## src/rtl/uart_rx_oversampler.sv

```systemverilog
// UART receiver: 2-FF synchronised input, 3-sample mid-bit majority vote, false-start rejection,
// framing/break detection and a line-idle strobe once the line rests after a received byte.
module uart_rx_oversampler #(
  parameter int unsigned CLK_FREQ  = 48_000_000,
  parameter int unsigned BAUD      = 115_200,
  parameter int unsigned IDLE_BITS = 10
) (
  input  logic       clk,
  input  logic       rst,
  input  logic       rx,
  output logic [7:0] rx_data,
  output logic       rx_valid,
  output logic       frame_err,
  output logic       break_det,
  output logic       line_idle
);

  localparam int unsigned CPB = CLK_FREQ / BAUD;
  localparam int unsigned MID = CPB / 2;
  localparam int unsigned TW  = $clog2(CPB);

  localparam logic [TW-1:0] TmrEarly  = TW'(MID - 1);
  localparam logic [TW-1:0] TmrMid    = TW'(MID);
  localparam logic [TW-1:0] TmrDecide = TW'(MID + 1);
  localparam logic [TW-1:0] TmrLast   = TW'(CPB - 1);
  localparam logic [31:0]   IdleTerm  = 32'(IDLE_BITS * CPB);

  typedef enum logic [2:0] {StIdle, StStart, StData, StStop, StWaitMark} state_e;

  state_e        state_q;
  logic [1:0]    sync_q;
  logic [TW-1:0] timer_q;
  logic [2:0]    bit_idx_q;
  logic [1:0]    samp_q;
  logic [7:0]    shift_q;
  logic [7:0]    rx_data_q;
  logic          rx_valid_q;
  logic          frame_err_q;
  logic          break_q;
  logic          line_idle_q;
  logic          armed_q;
  logic [31:0]   idle_cnt_q;

  logic rx_s;
  logic vote;
  logic decide;
  logic wrap;

  assign rx_s   = sync_q[1];
  // Third sample is the live synchronised value at the decision point.
  assign vote   = (samp_q[0] & samp_q[1]) | (samp_q[0] & rx_s) | (samp_q[1] & rx_s);
  assign decide = (timer_q == TmrDecide);
  assign wrap   = (timer_q == TmrLast);

  always_ff @(posedge clk or posedge rst) begin
    if (rst) begin
      state_q     <= StIdle;
      sync_q      <= 2'b11;
      timer_q     <= '0;
      bit_idx_q   <= '0;
      samp_q      <= '0;
      shift_q     <= '0;
      rx_data_q   <= '0;
      rx_valid_q  <= 1'b0;
      frame_err_q <= 1'b0;
      break_q     <= 1'b0;
      line_idle_q <= 1'b0;
      armed_q     <= 1'b0;
      idle_cnt_q  <= '0;
    end else begin
      sync_q      <= {sync_q[0], rx};
      rx_valid_q  <= 1'b0;
      frame_err_q <= 1'b0;
      line_idle_q <= 1'b0;

      if (state_q == StIdle && rx_s) begin
        if (idle_cnt_q != IdleTerm) idle_cnt_q <= idle_cnt_q + 32'd1;
        if (armed_q && idle_cnt_q == IdleTerm - 32'd1) begin
          line_idle_q <= 1'b1;
          armed_q     <= 1'b0;
        end
      end else begin
        idle_cnt_q <= '0;
      end

      if (state_q inside {StStart, StData, StStop}) begin
        timer_q <= wrap ? '0 : timer_q + 1'b1;
        if (timer_q == TmrEarly) samp_q[0] <= rx_s;
        if (timer_q == TmrMid)   samp_q[1] <= rx_s;
      end

      unique case (state_q)
        StIdle: begin
          if (!rx_s) begin
            state_q   <= StStart;
            timer_q   <= '0;
            bit_idx_q <= '0;
          end
        end
        StStart: begin
          if (decide && vote) state_q <= StIdle;
          else if (wrap)      state_q <= StData;
        end
        StData: begin
          if (decide) shift_q <= {vote, shift_q[7:1]};
          if (wrap) begin
            bit_idx_q <= bit_idx_q + 3'd1;
            if (bit_idx_q == 3'd7) state_q <= StStop;
          end
        end
        StStop: begin
          // Leave at the decision point so a fast sender's next start bit is not missed.
          if (decide) begin
            if (vote) begin
              rx_data_q  <= shift_q;
              rx_valid_q <= 1'b1;
              armed_q    <= 1'b1;
              state_q    <= StIdle;
            end else begin
              frame_err_q <= 1'b1;
              break_q     <= (shift_q == 8'h00);
              state_q     <= StWaitMark;
            end
          end
        end
        StWaitMark: begin
          if (rx_s) begin
            break_q <= 1'b0;
            state_q <= StIdle;
          end
        end
        default: state_q <= StIdle;
      endcase
    end
  end

  assign rx_data   = rx_data_q;
  assign rx_valid  = rx_valid_q;
  assign frame_err = frame_err_q;
  assign break_det = break_q;
  assign line_idle = line_idle_q;

endmodule

```

## config.mk

```make
export PLATFORM = sky130hd
export DESIGN_NAME = uart_rx_oversampler
export DESIGN_NICKNAME = d
export VERILOG_FILES = /design/src/rtl/uart_rx_oversampler.sv
export SDC_FILE = /design/constraint.sdc
export NUM_CORES = 1
export LEC_CHECK = 0
export BUFFER_PORTS_ARGS = -buffer_cell sky130_fd_sc_hd__buf_4
export CORE_UTILIZATION = 40
export CTS_BUF_LIST = sky130_fd_sc_hd__clkbuf_8
export CTS_CLUSTER_SIZE = 24
export DETAILED_ROUTE_END_ITERATION = 6
export GPL_ROUTABILITY_DRIVEN = 1
export MAX_ROUTING_LAYER = met4
export PLACE_DENSITY_LB_ADDON = 0.3
export SYNTH_ARGS = -nofsm -noshare
export SYNTH_HDL_FRONTEND = slang
export SYNTH_SLANG_ARGS = --single-unit
```

## constraint.sdc

```tcl
create_clock -name clk -period 2.06 [get_ports clk]
set_clock_uncertainty 0.05 [all_clocks]
set_input_delay 0.103 -clock clk [delete_from_list [all_inputs] [get_ports clk]]
set_output_delay 0.103 -clock clk [all_outputs]
set_load 0.01 [all_outputs]
```

# --- Word-level counts from Yosys, hierarchy flattened ---
# Index checks and enable logic that the tools add are counted.
totals:
  ff_bits: 72
  latch_bits: 0
  ram_bits: 0
  mem_bits_ro: 0
  in_bits: 3
  out_inout_bits: 12
  elab_cells: 91
  memories: 0
op_classes:
  addsub: 3
  multipliers: 0
  n_div: 0
  order_cmp: 0
  n_eq_ne: 19
  shifts: 0
  n_mux: 35
  bitwise: 5
  n_reduce_logical: 15
op_table:
  columns: ["cell", "count"]
  rows:
  - ["2-to-1 mux 32 bit", 2]
  - ["2-to-1 mux 9 bit", 4]
  - ["adder 32 x 1 -> 32 bit, second input constant", 1]
  - ["== test 32 x 13 -> 1 bit, second input constant", 1]
  - ["!= test 32 x 13 -> 1 bit, second input constant", 1]
  - ["2-to-1 mux 3 bit", 10]
  - ["== test 9 x 8 -> 1 bit, second input constant", 3]
  - ["2-to-1 mux 1 bit", 16]
  - ["case mux 3 bit (5 select lines)", 1]
  - ["!= test 2 bit, second input constant", 5]
  - ["adder 9 x 1 -> 9 bit, second input constant", 1]
  - ["== test 9 bit, second input constant", 1]
  - ["zero test 8 bit", 1]
  - ["== test 3 x 2 -> 1 bit, second input constant", 2]
  - ["== test 3 bit, second input constant", 2]
  - ["case mux 3 bit (2 select lines)", 1]
  - ["AND reduction 2 bit", 3]
  - ["AND reduction 3 bit", 2]
  - ["AND reduction 6 bit", 1]
  - ["!= test 2 x 1 -> 1 bit, second input constant", 2]
  - ["AND reduction 4 bit", 1]
  - ["nonzero test 2 bit", 2]
  - ["adder 3 x 1 -> 3 bit, second input constant", 1]
  - ["AND 1 bit", 3]
  - ["7 further kinds", 10]

# --- Logic depth before layout (Yosys ltp) ---
logic_depth:
  word_depth: 7
  ltp_mapped: 7
  depth_no_buf: 6

# --- Worst setup path before layout ---
# No wires, ideal clock.
synth_timing:
  path_type: "reg2reg"
  startpoint: "register timer_q[8]"
  endpoint: "register rx_data_q[0], in the netlist rx_data[0]"
  setup_time_ns: 0.125
  t_arrival_ns: 1.767
  t_required_ns: 1.885
  setup_slack_ns: 0.118
  path_stages_with_launch: 7
  n_path_buf: 1
  synth_period_minus_slack_ns: 1.942
  path_cell_list: "dfrtp_1 -> nand4bb_1 -> nor4b_2 -> nand2_1 -> nor3b_1 -> buf_4 -> mux2_2"
synth_between:
  elab_chain_len: 2
synth_rtl:
  columns: ["element", "line_no", "source"]
  rows:
  - ["from (decl)", "32", "logic [TW-1:0] timer_q;"]
  - ["from (signal assigned)", "87", "timer_q <= wrap ? '0 : timer_q + 1'b1;"]
  - ["== test 9 x 8 -> 1 bit", "52", "assign decide = (timer_q == TmrDecide);"]
  - ["AND reduction 3 bit (no line)", null, null]
  - ["to (signal assigned)", "115", "rx_data_q <= shift_q;"]
  - ["to (decl)", "36", "logic [7:0] rx_data_q;"]
# No other way between the ends.
# A chain may end at the register's enable or synchronous reset.

# --- Worst setup path after layout ---
layout_timing:
  startpoint: "register timer_q[5]"
  endpoint: "register rx_data_q[1], in the netlist rx_data[1]"
# Same word-level chain as after synthesis.

==> impl_metrics.toml <==
[pwr]
combinationalPowerShare_pct = 1.3
p_leak_uw = 0.00182
seqPwrFrac_pct = 49.8
power_frac_clock_pct = 48.9
powerDensity_nw_per_um2 = 692
intPower_uw = 2270
p_sw_share_pct = 20.3
ir_drop_v = 0.000401
p_sw_uw = 579

[cells_and_area]
layout_common_cells = "dfrtp_1 (70), nor2_1 (50), nand3_1 (33)"
nets = 381
drive_gt1_share_pct = 21.5
area_growth_syn_to_layout_pct = 17.4
final_util_pct = 49.3
final_common_cell = "dfrtp_1"
diodes = 0

[worst_setup_path]
reg2reg_from = "timer_q[5]"
path_delay_family = "simple AND/OR/NAND/NOR gates"
worstSetupEndpoint = "rx_data[1]"
cp-start-kind = "flop"
ff2ff_setup_slack_ns = 0.11
cp_slowest_cell = "dfrtp_1"
critPathArrivalTime_ns = 2.13
cp_slowest_stage_delay_ns = 0.39
cp_max_fo = 10
crit_type = "flop to flop"
cp.required_ns = 2.24
critPathBufInv = 1
critical_path_depth = 6
endpoint_kind = "flop"
cp_cell_sequence = "nand4bb_1, nor4b_2, nand2_1, nor3b_1, buf_4, mux2_2"
reg2regPathDepth = 6
startpoint = "timer_q[5]"
r2r_end = "rx_data[1]"

[worst_hold_path]
min_from = "sync_q[0]"
min_path_type = "flop to flop"

[detailed_routing]
wl_per_cell_um = 13.9
num_vias = 2516
drtPass1Iterations = 4
drc_errors = 0
viasPerCell = 5.23
ant_nets = 0
wl_um = 6670
first_iter_violations = 86

[clock_tree]
cts_tree = "done"
h-tree-depth = 3
clkLatencyLatePin_ns = 0.34
cts_root_buf = "clkbuf_8"
clkSinkCount = 72
clk_path_buf_depth = 2
path_clk_slew_ns = 0.08
cts_inserted_buffers = 9

[synth]
synth_cell_type_count = 45
syn_area_per_cell_sq_um = 10.4
ys_warn_count = 0
yosysSeqAreaShare_pct = 51.5
synthFlopType = "dfrtp_1"
synth_edf_count = 0
synth_nets = 347
synth-seq-cells = 72
syn-cell-area_sq_um = 3500
synthArstFlopShare_pct = 100
synthCells = 337

[timing]
hold_viol = 0
relSlewSlack_pct = 67.8
min_period_over_period_pct = 94.7
tightest_slew_ns = 0.479
fin_setup_tns_ns = 0
period_needed_ns = 1.95
timing.fmax_ghz = 0.513
finalSetupViolations = 0
setup_ws_ns = 0.109
drv_slew = 0
grt_setup_unrepaired = "false"

[die]
rows = 33
initial_core_util_pct = 42.0
die_h_um = 95.6
coreArea_sq_um = 8340
die_w_um = 95.6
dieArea_sq_um = 9130
io_pins = 15

[global_routing]
grt_usage_pct = 17.6
grt_pass1_vias = 2575
grt_pass1_wl_um = 12000
grt_overflow = 0
grt_max_degree = 73
antenna_found_initial = 0

[place]
io_buffers = 14
place_ws_ns = 0.102
gp_congestion = 0.794
place_hpwl_um = 4440

[job]
drv_cap = 0

[status]
outcome = "finished clean"
repair_timing:
action,in CTS,in global routing
endpoints found under the hold margin,71,0
setup endpoints to repair,0,2
gates resized for setup,0,1
hold buffers,2,0
buffers inserted,0,0
kinds of logic (layout without fill, tap and decap cells):
kind of cell	Yosys count	count (layout)	share of synthesized area (%)
AND/OR/NAND/NOR	162	162	24.8
flip-flops	72	72	51.5
XOR/XNOR	36	36	9.00
buffers and inverters	21	60	2.36
AO/OA/AOI/OAI	19	19	3.39
multiplexers	19	19	6.11
adder cells (fa/ha/maj)	8	8	2.79
final cells by class:
| cell class | instances | area (sq um) |
|---|---|---|
| sequential | 72 | 1800 |
| timing repair buffer | 32 | 258 |
| multi-input combinational | 244 | 1620 |
| clock inverter | 6 | 116 |
| clock buffer | 10 | 138 |
| fill | 761 | 4230 |
| inverter | 12 | 45.0 |
| tap | 105 | 131 |
power by group through the flow:
stage	Combinational [uW]	Sequential, uW	Clock, uW
detailed placement	37.3	1450	0
CTS	40.1	1420	1430
finish	37.4	1420	1390
global route	44.9	1420	1480
floorplan	21.3	1450	0
global placement	37.0	1450	0
state kept, by name (all words and copies together) (netlist names):
register,cells
rx_data,8
timer_q,9
bit_idx_q,3
frame_err,1
idle_cnt_q,32
armed_q,1
samp_q,2
line_idle,1
shift_q,8
rx_valid,1
break_det,1
sync_q,2
state_q,3
metrics by stage:
step	cells	hold WS (ns)	power [uW]	instance area, sq um
final	481	0.308	2850	4110
after global placement	463	0.162	1480	3830
after global routing	481	0.318	2950	4110
after CTS	481	0.310	2890	4110
after floorplan	337	0.0575	1470	3500
after detailed placement	463	0.163	1480	3830
cells in the mapped netlist, types with 5 or more instances:
library cell,n,area share [%]
and3_1,5,0.89
nor3_1,5,0.71
inv_1,12,1.3
o21ai_0,6,0.86
a21oi_1,5,0.71
ha_1,7,2.5
mux2_2,19,6.1
nand3_1,33,4.7
xor2_1,29,7.3
dfrtp_1,70,50
clkbuf_1,8,0.86
nand2_1,20,2.1
nor2_1,50,5.4
nor4_1,10,1.8
nand4_1,17,3.0
xnor2_1,7,1.8
worst min-delay path by stage:
stage                     depth (start not counted)  slack (ns)        end
after floorplan                                   0        0.06  sync_q[0]
after global placement                            1        0.16  sync_q[0]
after detailed placement                          1        0.16  sync_q[0]
after CTS                                         0        0.31  sync_q[1]
after global routing                              0        0.32  sync_q[1]
final                                             0        0.31  sync_q[1]
layer usage:
| layer | track usage [%] | routed length (um) |
|---|---|---|
| met2 | 28.7 | 3290 |
| met3 | 5.18 | 207 |
| met1 | 21.4 | 3100 |
| met4 | 4.60 | 76 |
| met5 | - | 0 |
Power figures use the tool's default switching activity.
